==> config.mk <==
export PLATFORM = sky130hd
export DESIGN_NAME = duck_flight_ctrl
export DESIGN_NICKNAME = d
export VERILOG_FILES = /design/src/rtl/duck_flight_ctrl.sv
export SDC_FILE = /design/constraint.sdc
export NUM_CORES = 1
export LEC_CHECK = 0
export ABC_CLOCK_PERIOD_IN_PS = 2700
export CAP_MARGIN = 20
export CORE_ASPECT_RATIO = 0.5
export CORE_UTILIZATION = 54
export CTS_CLUSTER_DIAMETER = 50
export DETAILED_ROUTE_END_ITERATION = 10
export GPL_TIMING_DRIVEN = 0
export PLACE_DENSITY = 0.74
export SYNTH_ARGS = -nofsm -noshare
export SYNTH_HDL_FRONTEND = slang
export SYNTH_SLANG_ARGS = --single-unit
export TNS_END_PERCENT = 5
==> constraint.sdc <==
create_clock -name clk -period 2.7 [get_ports clk]
set_clock_uncertainty 0.15 [all_clocks]
set_input_delay 0.675 -clock clk [delete_from_list [all_inputs] [get_ports clk]]
set_output_delay 0.675 -clock clk [all_outputs]
set_load 0.01 [all_outputs]
==> src/rtl/duck_flight_ctrl.sv <==
// Duck flight controller: spawns the duck above the grass, flies and bounces it inside the
// play field, and runs the shot/fall and escape sequences, moving once per movement tick.
module duck_flight_ctrl #(
  parameter int          SCREEN_W     = 1024,
  parameter int          DUCK_W       = 96,
  parameter int          DUCK_H       = 60,
  parameter int          GROUND_Y     = 600,
  parameter int          MOVE_DIV     = 650_000,
  parameter int          STEP_X       = 4,
  parameter int          STEP_Y       = 3,
  parameter int          HIT_HOLD     = 30,
  parameter int          FLIGHT_TICKS = 800,
  parameter logic [15:0] LFSR_SEED    = 16'hACE1
) (
  input  logic        clk,
  input  logic        rst,
  input  logic        hunt_start,
  input  logic        duck_hit,
  output logic [11:0] duck_xpos,
  output logic [11:0] duck_ypos,
  output logic [1:0]  duck_dir,
  output logic        duck_alive,
  output logic        duck_fall_done,
  output logic        duck_escaped
);
  localparam int DIV_W  = (MOVE_DIV > 1) ? $clog2(MOVE_DIV) : 1;
  localparam int FC_W   = ($clog2(FLIGHT_TICKS + 1) > 6) ? $clog2(FLIGHT_TICKS + 1) : 6;
  localparam int HOLD_W = ($clog2(HIT_HOLD + 1) > 1) ? $clog2(HIT_HOLD + 1) : 1;

  localparam logic [11:0] X_MAX = 12'(SCREEN_W - DUCK_W);
  localparam logic [11:0] Y_MAX = 12'(GROUND_Y - DUCK_H);
  localparam logic [11:0] SX    = 12'(STEP_X);
  localparam logic [11:0] SY    = 12'(STEP_Y);
  localparam logic [11:0] SF    = 12'(2 * STEP_Y);

  typedef enum logic [2:0] {IDLE, SPAWN, FLYING, SHOT, FALLING, ESCAPING} state_t;

  state_t              state_q, state_d;
  logic [11:0]         xpos_q, xpos_d, ypos_q, ypos_d;
  logic [1:0]          dir_q, dir_d;
  logic                alive_q, alive_d, fall_done_q, fall_done_d, escaped_q, escaped_d;
  logic [DIV_W-1:0]    tick_cnt_q, tick_cnt_d;
  logic [FC_W-1:0]     flight_cnt_q, flight_cnt_d;
  logic [HOLD_W-1:0]   hold_cnt_q, hold_cnt_d;
  logic [15:0]         lfsr_q, lfsr_d;
  logic                tick, y_bounce;
  logic [11:0]         spawn_r;

  always_comb begin
    state_d      = state_q;
    xpos_d       = xpos_q;
    ypos_d       = ypos_q;
    dir_d        = dir_q;
    flight_cnt_d = flight_cnt_q;
    hold_cnt_d   = hold_cnt_q;
    fall_done_d  = 1'b0;
    escaped_d    = 1'b0;
    y_bounce     = 1'b0;
    spawn_r      = {2'b00, lfsr_q[9:0]};
    tick         = (tick_cnt_q == DIV_W'(MOVE_DIV - 1));
    tick_cnt_d   = tick ? '0 : tick_cnt_q + 1'b1;
    // Galois step, taps x^16+x^14+x^13+x^11
    lfsr_d       = {1'b0, lfsr_q[15:1]} ^ (lfsr_q[0] ? 16'hB400 : 16'h0000);

    if (state_q != IDLE && !hunt_start) begin
      state_d = IDLE;
    end else begin
      case (state_q)
        IDLE: if (hunt_start) state_d = SPAWN;
        SPAWN: begin
          xpos_d       = (spawn_r >= X_MAX) ? spawn_r - X_MAX : spawn_r;
          ypos_d       = Y_MAX;
          dir_d        = {1'b1, lfsr_q[10]};
          flight_cnt_d = '0;
          state_d      = FLYING;
        end
        FLYING: begin
          if (duck_hit) begin
            hold_cnt_d = '0;
            state_d    = SHOT;
          end else if (tick) begin
            if (dir_q[0]) begin
              if (xpos_q + SX >= X_MAX) begin xpos_d = X_MAX; dir_d[0] = 1'b0; end
              else xpos_d = xpos_q + SX;
            end else begin
              if (xpos_q < SX) begin xpos_d = '0; dir_d[0] = 1'b1; end
              else xpos_d = xpos_q - SX;
            end
            if (dir_q[1]) begin
              if (ypos_q < SY) begin ypos_d = '0; dir_d[1] = 1'b0; y_bounce = 1'b1; end
              else ypos_d = ypos_q - SY;
            end else begin
              if (ypos_q + SY >= Y_MAX) begin ypos_d = Y_MAX; dir_d[1] = 1'b1; y_bounce = 1'b1; end
              else ypos_d = ypos_q + SY;
            end
            // periodic vertical re-roll yields to a bounce in the same tick
            if (!y_bounce && flight_cnt_q[5:0] == 6'h3f) dir_d[1] = lfsr_q[3];
            flight_cnt_d = flight_cnt_q + 1'b1;
            if (flight_cnt_q == FC_W'(FLIGHT_TICKS - 1)) begin
              dir_d[1] = 1'b1;
              state_d  = ESCAPING;
            end
          end
        end
        SHOT: if (tick) begin
          if (hold_cnt_q == HOLD_W'(HIT_HOLD - 1)) begin
            dir_d[1] = 1'b0;
            state_d  = FALLING;
          end else hold_cnt_d = hold_cnt_q + 1'b1;
        end
        FALLING: if (tick) begin
          if (ypos_q + SF >= Y_MAX) begin
            ypos_d      = Y_MAX;
            fall_done_d = 1'b1;
            state_d     = hunt_start ? SPAWN : IDLE;
          end else ypos_d = ypos_q + SF;
        end
        ESCAPING: if (tick) begin
          if (ypos_q < SY) begin
            ypos_d    = '0;
            escaped_d = 1'b1;
            state_d   = hunt_start ? SPAWN : IDLE;
          end else ypos_d = ypos_q - SY;
        end
        default: state_d = IDLE;
      endcase
    end
    alive_d = (state_d == FLYING) || (state_d == ESCAPING);
  end

  always_ff @(posedge clk) begin
    if (rst) begin
      state_q      <= IDLE;
      xpos_q       <= '0;
      ypos_q       <= Y_MAX;
      dir_q        <= '0;
      alive_q      <= 1'b0;
      fall_done_q  <= 1'b0;
      escaped_q    <= 1'b0;
      tick_cnt_q   <= '0;
      flight_cnt_q <= '0;
      hold_cnt_q   <= '0;
      lfsr_q       <= LFSR_SEED;
    end else begin
      state_q      <= state_d;
      xpos_q       <= xpos_d;
      ypos_q       <= ypos_d;
      dir_q        <= dir_d;
      alive_q      <= alive_d;
      fall_done_q  <= fall_done_d;
      escaped_q    <= escaped_d;
      tick_cnt_q   <= tick_cnt_d;
      flight_cnt_q <= flight_cnt_d;
      hold_cnt_q   <= hold_cnt_d;
      lfsr_q       <= lfsr_d;
    end
  end

  assign duck_xpos      = xpos_q;
  assign duck_ypos      = ypos_q;
  assign duck_dir       = dir_q;
  assign duck_alive     = alive_q;
  assign duck_fall_done = fall_done_q;
  assign duck_escaped   = escaped_q;
endmodule

Word-level counts from Yosys, hierarchy flattened
Index checks and enable logic that the tools add are counted.
{"block": "classes", "add_sub_neg": 9, "magnitude_cmp": 6, "n_eq_ne": 19, "mux": 58, "bitwise_logic": 5, "n_reduce_logical": 18}
{"cell": "$mux W12", "n": 14}
{"cell": "$pmux W12 S4", "n": 1}
{"cell": "$ge A12 B10 Y1 const B", "n": 3}
{"cell": "$mux W3", "n": 11}
{"cell": "$add A12 B3 Y12 const B", "n": 2}
{"cell": "$pmux W12 S2", "n": 1}
{"cell": "$add A20 B1 Y20 const B", "n": 1}
{"cell": "$eq A20 B20 Y1 const B", "n": 1}
{"cell": "$mux W10", "n": 2}
{"cell": "$pmux W10 S2", "n": 1}
{"cell": "$mux W1", "n": 18}
{"cell": "$pmux W3 S6", "n": 1}
{"cell": "$mux W16", "n": 1}
{"cell": "$ne A2 B2 Y1 const B", "n": 8}
{"cell": "$xor A15 B16 Y16", "n": 1}
{"cell": "$mux W5", "n": 3}
{"cell": "$add A12 B2 Y12 const B", "n": 1}
{"cell": "$lt A12 B2 Y1 const B", "n": 1}
{"cell": "$lt A12 B3 Y1 const B", "n": 1}
{"cell": "$reduce_and A6 Y1", "n": 2}
{"cell": "$sub A12 B2 Y12 const B", "n": 1}
{"cell": "$sub A12 B3 Y12 const B", "n": 1}
{"cell": "$sub A10 B10 Y11 const B", "n": 1}
{"cell": "$add A10 B1 Y10 const B", "n": 1}
{"cell": "other kinds (24)", "n": 37}
{"block": "totals", "regBits": 83, "inputBits": 4, "wordCells": 127}

Depth between registers and ports, before layout
{"block": "logic_depth", "word_depth": 15, "ltp_mapped": 10, "depth_no_buf": 9}

Least setup slack after synthesis
Ideal clock, no wire load.
{"block": "synth_path", "path_type": "register to register", "start": "reg ypos_q[2], in the netlist duck_ypos[2]", "end": "reg ypos_q[3], in the netlist duck_ypos[3]", "setup_time_ps": 122, "arrival_ps": 2494, "t_required_ps": 2428, "setup_slack_ps": -66, "stages_incl_launch_ff": 11, "path_buffers": 1, "synth_period_minus_slack_ps": 2766, "path_cell_list": "dfxtp_1 > clkbuf_1 > inv_1 > ha_1 > nand3b_1 > nor3_1 > xnor2_1 > a31o_2 > and2_1 > o21ai_0 > o32a_1"}
{"block": "synth_between", "elab_chain_len": 7}
{"item": "start: declaration", "line": "39", "source": "logic [11:0] xpos_q, xpos_d, ypos_q, ypos_d;"}
{"item": "start signal: assignment", "line": "147", "source": "ypos_q <= ypos_d;"}
{"item": "$add A12 B2 Y12", "line": "93, 94"}
{"item": "$ge A12 B10 Y1", "line": "93", "source": "if (ypos_q + SY >= Y_MAX) begin ypos_d = Y_MAX; dir_d[1] = 1'b1; y_bounce = 1'b1; end"}
{"item": "$mux W12", "line": "93"}
{"item": "$mux W12", "line": "89", "source": "if (dir_q[1]) begin"}
{"item": "$mux W12", "line": "81", "source": "end else if (tick) begin"}
{"item": "$mux W12", "line": "78", "source": "if (duck_hit) begin"}
{"item": "$pmux W12 S4 (*)", "line": "68", "source": "case (state_q)"}
Mark *: on every way between the ends. The rest lies on a longest branch, timed or not. The select of a mux whose other input is x is not followed.
A chain may end at the register's enable or synchronous reset.

Final worst setup path
{"block": "layout_path", "start": "reg ypos_q[1], in the netlist duck_ypos[1]", "end": "reg ypos_q[3], in the netlist duck_ypos[3]"}
The elaborated chain is that of the path after synthesis.

==> qor.csv <==
metric;value;unit
net count after synthesis;700;
HP Class;reg -> reg;
Fin. Hold Viols;0;
post-synth top area share;31.5;%
DRC violations left;0;
asr flop ratio synth;0;%
critical path type;reg -> reg;
Non-Filler Instances;891;
Worst EP arrival;2920;ps
htree depth;3;
Final Net Count;768;
Total GRT Usage;31.6;%
DR WL met3;1500;um
drt pass-1 iters;5;
Max-Cap Viols;0;
pin count of the biggest net entering global routing;16;
period utilization;105;%
Post-Syn Area;0.00527;mm^2
synth warn;0;
final core utilization;70.2;%
hold slack;281;ps
wire length on met1;7190;um
run status;finished, violations left;
CP startpoint;duck_ypos[1];
R2R setup slack;-140;ps
Initial Utilization;55.8;%
VDD IR max;320;uV
Yosys reg bits;83;
RSZ-0062 raised after global routing;true;
post-route ant nets;0;
Net Sw Power;0.836;mW
Tmin final;2840;ps
first-pass GRT wire length;25100;um
via count;5580;
Pwr Density;455;mW/mm^2
Netlist cell types;70;
Internal;2.18;mW
synth top area cells;dfxtp_1 (32%), nor2_1 (6.3%), xnor2_1 (5.3%), nand2_1 (4.1%), o21ai_0 (3.6%);
CTS tree;yes;
most common cell after layout, fill and taps aside;nor2_1;
num rows;25;
fmax;0.353;GHz
most frequent cells in the layout;nor2_1 (84), dfxtp_1 (71), nand2_1 (55);
number of synthesized flops with an enable pin;0;
layout cell share with drive strength beyond 1;18.0;%
Detailed Route Iter0 Violations;568;
hold_sp;lfsr_q[12];
DP HPWL;10600;um
Seq/Total Area, Yosys;31.5;%
top routing layer in use;met4;
Sw Ratio;27.7;%
fillers;805;
Comb pwr share;13.6;%
mean post-synth cell area;7.71;um^2
drt via density;6.26;
die width;142;um
Syn Inst Count;683;
Least-Margin Pin Slew;715;ps
Clock Power Share;43.6;%
R2R Path Start;duck_ypos[1];
CTS root buffer;clkbuf_16;
port bufs;31;
Area growth syn-to-layout;25.9;%
crit start category;flip-flop;
share of power burned in registers;42.8;%
Max clock buf depth;2;
Die Y;71.8;um
Sink Count;83;
GRT overflow;0;
wire length per cell;18.0;um
Synth area leader;dfxtp_1;
later-pin clock latency in the skew report;350;ps
failing checks;negative setup slack;
gpl congestion;0.980;
leakage;2.41;nW
# setup viols final;13;
Die Outline Area;0.0102;mm^2
Crit Path Max Fanout;8;
Antenna Cells;0;
hold_buf cts;0;
Slew Limit Headroom;52.3;%
clk slew on worst S/H paths;70;ps
final worst slack;-136;ps
cell count after placement;849;
I/O pins;33;
CORE AREA;0.00945;mm^2
fin. max-slew vios;0;
CP endpoint kind;flip-flop;
drt total wl;16100;um
vias in the first global route;4898;
dominant synthesized flop cell;dfxtp_1;
Req. time, crit path;2790;ps
routed wl met2;6950;um
initial antenna violation count;0;
Num CTS Buffers;9;
[synthesized netlist by cell type, types with 9 or more instances]
master and n:
a21oi_1 29, a31oi_1 9, and3_1 9, clkbuf_1 32, dfxtp_1 83, ha_1 13, inv_1 25, nand2_1 58
nand2b_1 9, nand3_1 26, nand4_1 20, nor2_1 89, nor2b_1 12, nor3_1 20, nor4_1 10, o21ai_0 38
xnor2_1 32, xor2_1 21
[kinds of logic (layout without fill, tap and decap cells)]
family,count (synthesis),count (layout),share of synthesized area [%]
flops,83,83,31.5
xor+xnor,53,53,8.81
buf+inv,65,138,4.82
compound gates,156,156,20.7
simple gates,307,307,29.9
fa+ha+maj,13,13,3.09
mux,6,6,1.19
[critical path: stages, from the launching register on]
cell	delay, ps
dfxtp_4	410
clkinvlp_4	170
ha_4	200
buf_4	140
xnor2_1	160
a211o_1	290
and3_1	200
o31a_1	330
nor4b_4	210
a311oi_1	90
o32a_1	360
[state kept, by name, indices dropped and copies added, names as in the netlist]
signal,cells
tick_cnt_q,20
state_q,3
lfsr_q,16
duck_escaped,1
duck_fall_done,1
flight_cnt_q,10
duck_ypos,12
duck_alive,1
duck_xpos,12
hold_cnt_q,5
duck_dir,2
[layout make-up]
class,instances,area (um^2),area share [%]
multi-input combinational,535,3640,54.9
clock buffer,10,239,3.60
tap,135,169,2.55
inverter,25,97.6,1.47
clock inverter,6,72.6,1.09
buffer,32,155,2.34
timing repair buffer,65,568,8.57
sequential,83,1690,25.4
[per-stage QoR]
| stage | setup TNS (ps) | worst slack [ps] | instance area, um^2 | power, mW |
|---|---|---|---|---|
| after global placement | -19950 | -662 | 5750 | 1.69 |
| after floorplan | -3.74 | -1.93 | 5270 | 1.58 |
| after CTS | -388 | -73.4 | 6340 | 2.99 |
| after detailed placement | -20590 | -696 | 5750 | 1.69 |
| final | -803 | -136 | 6630 | 3.02 |
| after global routing | -2350 | -181 | 6630 | 3.10 |
[layer usage]
metal	vias to the layer above	track usage [%]
met3	47	5.88
met1	2604	46.0
met5	-	0
li1	2617	-
met2	312	46.7
met4	0	11.0
[worst paths after layout]
kind	depth (start not counted)	to
min	1	lfsr_q[11]
min reg2reg	1	lfsr_q[11]
max reg2reg	10	duck_ypos[3]
max	10	duck_ypos[3]
[power by group through the flow]
stage	Clock (mW)	Combinational (mW)	Sequential [mW]
2_1_floorplan	0	0.259	1.32
3_3_place_gp	0	0.370	1.32
3_5_place_dp	0	0.373	1.32
4_1_cts	1.31	0.387	1.29
5_1_grt	1.35	0.448	1.30
6_report	1.31	0.410	1.29
[timing repair]
item	4_1_cts	5_1_grt
gates resized for setup	49	47
pin swaps	14	12
endpoints found under the setup margin	46	40
setup buffers	16	18
Power figures use the tool's default switching activity.
